### src/rtl/pb_event_arbiter_pkg.sv
// Shared definitions for the push-button event arbiter slice.
// Holds the arbiter FSM state encodings and the default debounce
// timing values used by every button consumer on the board.
// No ports: imported with "import pb_event_arbiter_pkg::*;".
package pb_event_arbiter_pkg;

    // Default debounce history depth and sample-tick divider
    // (1 ms per sample at a 100 MHz system clock).
    localparam int PB_DEF_SAMPLES  = 10;
    localparam int PB_DEF_TICK_DIV = 100000;

    // Arbiter FSM encodings, kept as plain constants so older blocks that
    // compare against raw bit patterns continue to work.
    localparam logic [0:0] ST_IDLE  = 1'b0;
    localparam logic [0:0] ST_OFFER = 1'b1;

endpackage

### src/rtl/pb_debounce_cell.sv
// One button's debounce path: 2-flop synchronizer, sample history,
// debounced level and a single-cycle rising-edge pulse.
// Ports:
//   clk        system clock, rising edge
//   rst        asynchronous active-low reset
//   btn_in     raw asynchronous button input (1 = pressed)
//   tick       sample enable, one clk wide
//   btn_level  debounced level
//   rise       one-clk pulse, one cycle after the tick that raises btn_level
module pb_debounce_cell
    import pb_event_arbiter_pkg::*;
#(
    parameter int SAMPLES = PB_DEF_SAMPLES
) (
    input  logic clk,
    input  logic rst,
    input  logic btn_in,
    input  logic tick,
    output logic btn_level,
    output logic rise
);

    logic               sync1_q, sync1_d;
    logic               sync2_q, sync2_d;
    logic [SAMPLES-1:0] hist_q,  hist_d;
    logic               level_q, level_d;
    logic               rise_q,  rise_d;

    // The level and the edge both use the history as it was before this
    // tick's shift, so the level lags a full window of clean samples.
    always_comb begin
        sync1_d = btn_in;
        sync2_d = sync1_q;
        hist_d  = hist_q;
        level_d = level_q;
        rise_d  = 1'b0;
        if (tick) begin
            hist_d  = {hist_q[SAMPLES-2:0], sync2_q};
            level_d = &hist_q;
            rise_d  = (&hist_q) & ~level_q;
        end
    end

    always_ff @(posedge clk or negedge rst) begin
        if (!rst) begin
            sync1_q <= 1'b0;
            sync2_q <= 1'b0;
            hist_q  <= '0;
            level_q <= 1'b0;
            rise_q  <= 1'b0;
        end else begin
            sync1_q <= sync1_d;
            sync2_q <= sync2_d;
            hist_q  <= hist_d;
            level_q <= level_d;
            rise_q  <= rise_d;
        end
    end

    assign btn_level = level_q;
    assign rise      = rise_q;

endmodule

### src/rtl/pb_event_arbiter.sv
// Debounces NUM_BTN push-buttons, latches each debounced press as a
// pending flag and offers the pending presses round-robin to a single
// consumer over a valid/ready handshake.
// Ports:
//   clk        system clock, rising edge
//   rst        asynchronous active-low reset
//   btn_in     raw button inputs, 1 = pressed
//   evt_ready  consumer accepts the offered event
//   ovr_clr    one-cycle pulse clearing all overrun flags
//   evt_valid  an event is offered on evt_id
//   evt_id     index of the button whose press is offered
//   btn_level  debounced button levels
//   overrun    sticky: a press was lost because one was already pending
module pb_event_arbiter
    import pb_event_arbiter_pkg::*;
#(
    parameter int NUM_BTN  = 4,
    parameter int SAMPLES  = PB_DEF_SAMPLES,
    parameter int TICK_DIV = PB_DEF_TICK_DIV,
    localparam int IDW     = $clog2(NUM_BTN)
) (
    input  logic               clk,
    input  logic               rst,
    input  logic [NUM_BTN-1:0] btn_in,
    input  logic               evt_ready,
    input  logic               ovr_clr,
    output logic               evt_valid,
    output logic [IDW-1:0]     evt_id,
    output logic [NUM_BTN-1:0] btn_level,
    output logic [NUM_BTN-1:0] overrun
);

    localparam int             CW      = $clog2(TICK_DIV);
    localparam logic [CW-1:0]  CNT_MAX = CW'(TICK_DIV - 1);

    logic [CW-1:0]      cnt_q, cnt_d;
    logic               tick;
    logic [NUM_BTN-1:0] rise;
    logic [NUM_BTN-1:0] pending_q, pending_d;
    logic [NUM_BTN-1:0] overrun_q, overrun_d;
    logic [NUM_BTN-1:0] clr_vec;
    logic [NUM_BTN-1:0] ovr_set;
    logic [0:0]         state_q, state_d;
    logic               evt_valid_q, evt_valid_d;
    logic [IDW-1:0]     evt_id_q, evt_id_d;
    logic [IDW-1:0]     last_grant_q, last_grant_d;
    logic [IDW-1:0]     pick;
    logic               handshake;

    assign tick  = (cnt_q == CNT_MAX);
    assign cnt_d = tick ? '0 : cnt_q + CW'(1);

    for (genvar i = 0; i < NUM_BTN; i++) begin : g_cell
        pb_debounce_cell #(
            .SAMPLES (SAMPLES)
        ) u_cell (
            .clk       (clk),
            .rst       (rst),
            .btn_in    (btn_in[i]),
            .tick      (tick),
            .btn_level (btn_level[i]),
            .rise      (rise[i])
        );
    end

    assign handshake = (state_q == ST_OFFER) && evt_valid_q && evt_ready;

    // A same-cycle rise re-arms the flag being cleared, so a press that
    // lands exactly on the handshake is kept rather than counted as lost.
    always_comb begin
        clr_vec = '0;
        for (int i = 0; i < NUM_BTN; i++) begin
            clr_vec[i] = handshake && (evt_id_q == IDW'(i));
        end
        ovr_set   = rise & pending_q & ~clr_vec;
        pending_d = (pending_q & ~clr_vec) | rise;
        overrun_d = ovr_clr ? ovr_set : (overrun_q | ovr_set);
    end

    // Round-robin search starting just after the last granted button.
    always_comb begin
        int  idx;
        logic found;
        pick  = '0;
        found = 1'b0;
        idx   = 0;
        for (int k = 1; k <= NUM_BTN; k++) begin
            idx = (int'(last_grant_q) + k) % NUM_BTN;
            if (!found && pending_q[IDW'(idx)]) begin
                pick  = IDW'(idx);
                found = 1'b1;
            end
        end
    end

    // The offer is captured on entry to OFFER and frozen until accepted;
    // returning through IDLE guarantees a low cycle between events.
    always_comb begin
        state_d      = state_q;
        evt_valid_d  = evt_valid_q;
        evt_id_d     = evt_id_q;
        last_grant_d = last_grant_q;
        case (state_q)
            ST_IDLE: begin
                if (|pending_q) begin
                    evt_id_d    = pick;
                    evt_valid_d = 1'b1;
                    state_d     = ST_OFFER;
                end
            end
            ST_OFFER: begin
                if (evt_ready) begin
                    evt_valid_d  = 1'b0;
                    last_grant_d = evt_id_q;
                    state_d      = ST_IDLE;
                end
            end
            default: begin
                evt_valid_d = 1'b0;
                state_d     = ST_IDLE;
            end
        endcase
    end

    always_ff @(posedge clk or negedge rst) begin
        if (!rst) begin
            cnt_q        <= '0;
            pending_q    <= '0;
            overrun_q    <= '0;
            state_q      <= ST_IDLE;
            evt_valid_q  <= 1'b0;
            evt_id_q     <= '0;
            last_grant_q <= IDW'(NUM_BTN - 1);
        end else begin
            cnt_q        <= cnt_d;
            pending_q    <= pending_d;
            overrun_q    <= overrun_d;
            state_q      <= state_d;
            evt_valid_q  <= evt_valid_d;
            evt_id_q     <= evt_id_d;
            last_grant_q <= last_grant_d;
        end
    end

    assign evt_valid = evt_valid_q;
    assign evt_id    = evt_id_q;
    assign overrun   = overrun_q;

endmodule

### config.mk
export PLATFORM = sky130hd
export DESIGN_NAME = pb_event_arbiter
export DESIGN_NICKNAME = d
export VERILOG_FILES = /design/src/rtl/pb_event_arbiter_pkg.sv /design/src/rtl/pb_debounce_cell.sv /design/src/rtl/pb_event_arbiter.sv
export SDC_FILE = /design/constraint.sdc
export NUM_CORES = 1
export LEC_CHECK = 0
export BUFFER_PORTS_ARGS = -buffer_cell sky130_fd_sc_hd__buf_4
export CAP_MARGIN = 20
export CORE_UTILIZATION = 30
export DETAILED_ROUTE_END_ITERATION = 16
export GPL_ROUTABILITY_DRIVEN = 0
export HOLD_SLACK_MARGIN = 0.02
export MAX_ROUTING_LAYER = met4
export PLACE_DENSITY = 0.56
export SKIP_LAST_GASP = 1
export SLEW_MARGIN = 40
export SYNTH_ARGS = -nofsm -noshare
export SYNTH_HDL_FRONTEND = slang
export SYNTH_SLANG_ARGS = --single-unit
export TNS_END_PERCENT = 1
### constraint.sdc
create_clock -name clk -period 2 [get_ports clk]
set_input_delay 0.5 -clock clk [delete_from_list [all_inputs] [get_ports clk]]
set_output_delay 0.5 -clock clk [all_outputs]
set_load 0.1 [all_outputs]
Word-level counts from Yosys, hierarchy flattened. Index checks and enable logic that the tools add are counted.

Flip-flop bits (word level): 87. Input port bits: 8. Output and inout bits: 11. Word-level logic and storage cells: 109.

Add/subtract/negate cells: 5. $lt $le $gt $ge: 4. Equal/unequal tests: 6. Multiplexer cells: 31. Bitwise logic cells: 15. Reductions and logical operators: 21.

Operator list (count): $reduce_and A10 Y1 (4); $mux W1 (19); $add A17 B1 Y17 const B (1); $eq A17 B17 Y1 const B (1); $mux W17 (1); $lt A2 B4 Y1 const B (4); $and A4 B4 Y4 (3); $logic_and A1 B1 Y1 (9); $bmux W1 S2 (4); $mux W2 (4); $or A4 B4 Y4 (2); $reduce_and A2 Y1 (3); $not A1 Y1 (5); $add A2 B1 Y2 const B (2); $add A2 B2 Y2 const B (2); $and A1 B1 Y1 (4); $eq A2 B2 Y1 const B (2); $mux W4 (1); $ne A2 B2 Y1 const B (2); $not A4 Y4 (1); $pmux W1 S2 (2); $reduce_or A4 Y1 (1); $logic_not A1 Y1 (3); $eq A2 B1 Y1 const B (1); $logic_not A2 Y1 (1).

Longest topological paths before layout.
Word-level depth: 14. Gate-level depth with buffers: 7. Depth with buffers taken out: 5.

Cells and area by module. Synthesis repeated with hierarchy kept, for this count alone.

Cell total of the unflattened synthesis: 263. Area total of the unflattened synthesis: 3709.8 µm².

By module, submodules not included: pb_debounce_cell (times used 4, cells each 31, area an instance 564.3 µm², sequential area each 350.3 µm²); pb_event_arbiter (times used 1, cells each 139, area an instance 1452.6 µm², sequential area each 778.2 µm²).

Least setup slack after synthesis. Ideal clock, no wire load.

Path type: register to register. From: reg cnt_q[0]. To: reg g_cell[0].u_cell.hist_q[3]. Library setup time: 0.125 ns. Data arrival time: 1.833 ns. Data required time: 1.875 ns. Path slack: 0.042 ns. Stages on the path, launching flop included: 8. Path through: dfrtp_1 ha_1 and4_1 buf_2 nand2_2 nor3_4 buf_6 mux2_2.

Cells in the longest elaborated chain, start to end: 1.

RTL lines: from (decl) (line pb_event_arbiter.sv:36) `logic [CW-1:0] cnt_q, cnt_d;`; from (signal assigned) (line pb_event_arbiter.sv:135) `cnt_q <= cnt_d;`; $eq A17 B17 Y1 (line pb_event_arbiter.sv:50) `assign tick = (cnt_q == CNT_MAX);`; to (signal assigned) (line pb_debounce_cell.sv:54) `hist_q <= hist_d;`; to (decl) (line pb_debounce_cell.sv:25) `logic [SAMPLES-1:0] hist_q, hist_d;`.

No other way between the ends. A chain may end at the register's enable or synchronous reset.

Worst setup path in the final report.
From: reg cnt_q[12]. To: reg g_cell[3].u_cell.hist_q[9].

Cells in the longest elaborated chain, start to end: 1.

RTL lines (line): $eq A17 B17 Y1 (pb_event_arbiter.sv:50); to (signal assigned) (pb_debounce_cell.sv:54); to (decl) (pb_debounce_cell.sv:25).

No other way between the ends.

==> impl_metrics.env <==
export IMPL_crit_required_ps=2210
export IMPL_grt_use_total_pct=10.3
export IMPL_h_tree_depth=3
export IMPL_first_global_vias=2059
export IMPL_status="finished clean"
export IMPL_worst_setup_path_end_kind="register"
export IMPL_p_sw_share_pct=28.1
export IMPL_routedWlPerCell_um=12.8
export IMPL_final_max_slew_viol_count=0
export IMPL_drc=0
export IMPL_clk_latency_ps=330
export IMPL_grt_ovfl_total=0
export IMPL_min_period_over_period_pct=94.7
export IMPL_crit_cells=5
export IMPL_r2r_cells=5
export IMPL_clock_sinks=87
export IMPL_slowest_stage="or3_1"
export IMPL_pwr_share_seq_pct=46.8
export IMPL_grt_max_degree=48
export IMPL_cts_inserted_buffers=9
export IMPL_die_area_um2=12300
export IMPL_p_sw_w=0.00120
export IMPL_ff2ff_setup_slack_ps=110
export IMPL_synth_distinct_cells=40
export IMPL_min_path_type="in -> async"
export IMPL_ys_warn_count=0
export IMPL_syn_inst=279
export IMPL_top_level_ports=19
export IMPL_ir_worst_vdd_mv=0.561
export IMPL_dp_hpwl_um=3780
export IMPL_intPower_w=0.00307
export IMPL_pwr_share_comb_pct=13.9
export IMPL_cap_viol_max_count=0
export IMPL_syn_area_um2=3560
export IMPL_cts_max_path_buffers=2
export IMPL_worstSetupStartpoint="cnt_q[12]"
export IMPL_syn_nets=288
export IMPL_drt_wl_total_um=5890
export IMPL_timing_rr_start="cnt_q[12]"
export IMPL_area_delta_synth_final_pct=19.5
export IMPL_cp_max_fo=21
export IMPL_reg2reg_to="g_cell[3].u_cell.hist_q[9]"
export IMPL_fmax_mhz=528
export IMPL_hold_violations=0
export IMPL_fin_cells=459
export IMPL_min_period_ps=1890
export IMPL_yosysSeqAreaShare_pct=61.3
export IMPL_maxSlewHeadroom_pct=73.2
export IMPL_rsz0062_at_grt="no"
export IMPL_timing_worst_setup_path_type="reg -> reg"
export IMPL_synth_edff_count=0
export IMPL_vias_per_cell=4.57
export IMPL_synth_area_leaders="dfrtp_1 60%, mux2_2 9.5%, mux2_1 3.8%"
export IMPL_dr_pass1_iters=4
export IMPL_path_cells="or3_1 -> nor3_4 -> buf_4 -> buf_12 -> mux2_2"
export IMPL_grt_pass1_wl_um=9920
export IMPL_design_core_area_um2=11500
export IMPL_antenna_found_initial=0
export IMPL_num_nets_final=320
export IMPL_layout_drive_gt1_share_pct=27.2
export IMPL_crit_family="simple AND/OR/NAND/NOR gates"
export IMPL_rows=39
export IMPL_finClkSkew_ps=10.6
export IMPL_powerDensity_nw_per_um2=1000
export IMPL_ctsRootBufferMaster="clkbuf_16"
export IMPL_clkPwrFrac_pct=39.3
export IMPL_die_h_um=111
export IMPL_worstMarginPinSlew_ps=401
export IMPL_route_vias_total=2098
export IMPL_tns_ps=0
export IMPL_io_buffers=18
export IMPL_ys_async_sr_fraction_pct=100
export IMPL_ys_flop_type="dfrtp_1"
export IMPL_worstSetupStartpointType="register"
export IMPL_critPathBufInv=2
export IMPL_cp_arrival_ps=2100
export IMPL_start_util_pct=31.0
export IMPL_place_inst=437
export IMPL_crit_end="g_cell[3].u_cell.hist_q[9]"
export IMPL_synth_top_area_share_pct=59.8
export IMPL_setup_viol=0
export IMPL_yosysTopAreaCell="dfrtp_1"
export IMPL_fp_dieW_um=111
export IMPL_postSynthAreaPerCell_um2=12.8
export IMPL_cts_tree="done"
export IMPL_cts_reportedPaths_clkPinSlew_ps=60
export IMPL_p_leak_nw=1.96
export IMPL_drt_initial_drc_count=87
export IMPL_cp_slowest_stage_delay_ps=460
export IMPL_synth_seq_cells=87
export IMPL_ant_nets=0
export IMPL_antenna_cells=0
[synthesized netlist by cell type, types with 6 or more instances]
cell type and number:
nand2_1 16, nand4_1 14, nor2_1 14, dfrtp_1 85
inv_1 17, mux2_2 30, o21ai_0 6, or3_1 6
mux2_1 12, xnor2_1 11, nand3_1 7, nor3_1 7
[how the worst min path moves through the flow]
stage | slack [ps] | end | from | depth (start not counted)
floorplan | 200 | cnt_q[0] | rst | 0
global placement | 330 | g_cell[1].u_cell.sync2_q | g_cell[1].u_cell.sync1_q | 0
detailed placement | 340 | g_cell[3].u_cell.sync2_q | g_cell[3].u_cell.sync1_q | 0
CTS | 90 | g_cell[1].u_cell.rise | rst | 1
global route | 100 | g_cell[1].u_cell.rise | rst | 1
finish | 90 | g_cell[1].u_cell.rise | rst | 1
[cell type report]
cell class / instances / area (um2)
repair buffers: 32 / 290
clock inverters: 6 / 68.8
clock buffers: 10 / 239
inverters: 17 / 63.8
well taps: 143 / 179
flip-flops and latches: 87 / 2180
multi-input cells: 164 / 1230
fillers: 1076 / 7210
[per-layer routing]
metal / global-route usage, % / part of all wire (%) / up-vias
met4: 2.93 / 0.75 / 0
li1: - / - / 1027
met2: 15.1 / 46 / 31
met3: 3.50 / 3.7 / 4
met5: - / 0 / -
met1: 13.5 / 49 / 1036
[sequential cells by signal, summed over array words and instances (netlist names)]
register	flops
g_cell.u_cell.hist_q	40
cnt_q	17
g_cell.u_cell.btn_level	4
g_cell.u_cell.rise	4
g_cell.u_cell.sync1_q	4
g_cell.u_cell.sync2_q	4
overrun	4
pending_q	4
evt_id	2
last_grant_q	2
evt_valid	1
state_q	1
[worst register-to-register path: stages, from the launching register on]
cell and delay [ps]:
dfrtp_1 420, or3_1 460, nor3_4 240, buf_4 150
buf_12 160, mux2_2 350
[logic make-up after synthesis]
family / Yosys count / share of synthesized area, %
and+or+nand+nor: 81 / 12.3
adders and majority gates: 1 / 0.352
DFF: 87 / 61.3
AOI/OAI and AO/OA: 22 / 3.83
xor gates and xnor gates: 14 / 3.45
muxes: 46 / 14.4
buffers and inverters: 28 / 4.36
[timing repair]
action / 4_1_cts / 5_1_grt
hold buffers: 0 / 0
setup endpoints to repair: 0 / 37
buffers inserted: 0 / 4
gates resized for setup: 0 / 3
[power groups by stage]
stage	logic, W	registers [W]	clock network (W)
after floorplan	0.000236	0.00222	0
after global placement	0.000599	0.00203	0
after detailed placement	0.000600	0.00204	0
after CTS	0.000602	0.00200	0.00173
after global routing	0.000645	0.00202	0.00182
final	0.000593	0.00200	0.00168
[placed cells by master (no fill, tap or decap), types with 2 or more instances in the layout]
cell       netlist  layout
xnor2_1         11      11
buf_12           0       2
a21oi_1          5       5
nand2b_1         2       2
buf_4            5      27
nand2_1         16      16
dfrtp_1         85      85
o22ai_1          3       3
or3_1            6       6
o21ai_0          6       6
mux2_2          30      30
xor2_1           3       3
inv_1           17      17
nand3_1          7       7
dfstp_2          2       2
and3_1           2       2
nor2_1          14      14
a31oi_1          2       2
nor3_1           7       7
nor2b_1          5       5
nand4_1         14      14
clkbuf_16        0      10
mux2i_1          4       4
buf_6            4       2
clkinv_4         0       2
mux2_1          12      12
[through the flow]
step / hold WS, ps / setup WS (ps) / total power, W / utilization (%) / instance area, um2
2_1_floorplan: 204 / 42.2 / 0.00246 / - / 3560
3_3_place_gp: 333 / 91.6 / 0.00263 / 33.7 / 3870
3_5_place_dp: 336 / 72.0 / 0.00264 / 33.7 / 3870
4_1_cts: 94.7 / 58.9 / 0.00434 / 36.4 / 4170
5_1_grt: 104 / 7.52 / 0.00448 / 37.1 / 4250
6_report: 89.1 / 105 / 0.00427 / 37.1 / 4250
No activity file was read; power rests on OpenSTA's default activity.
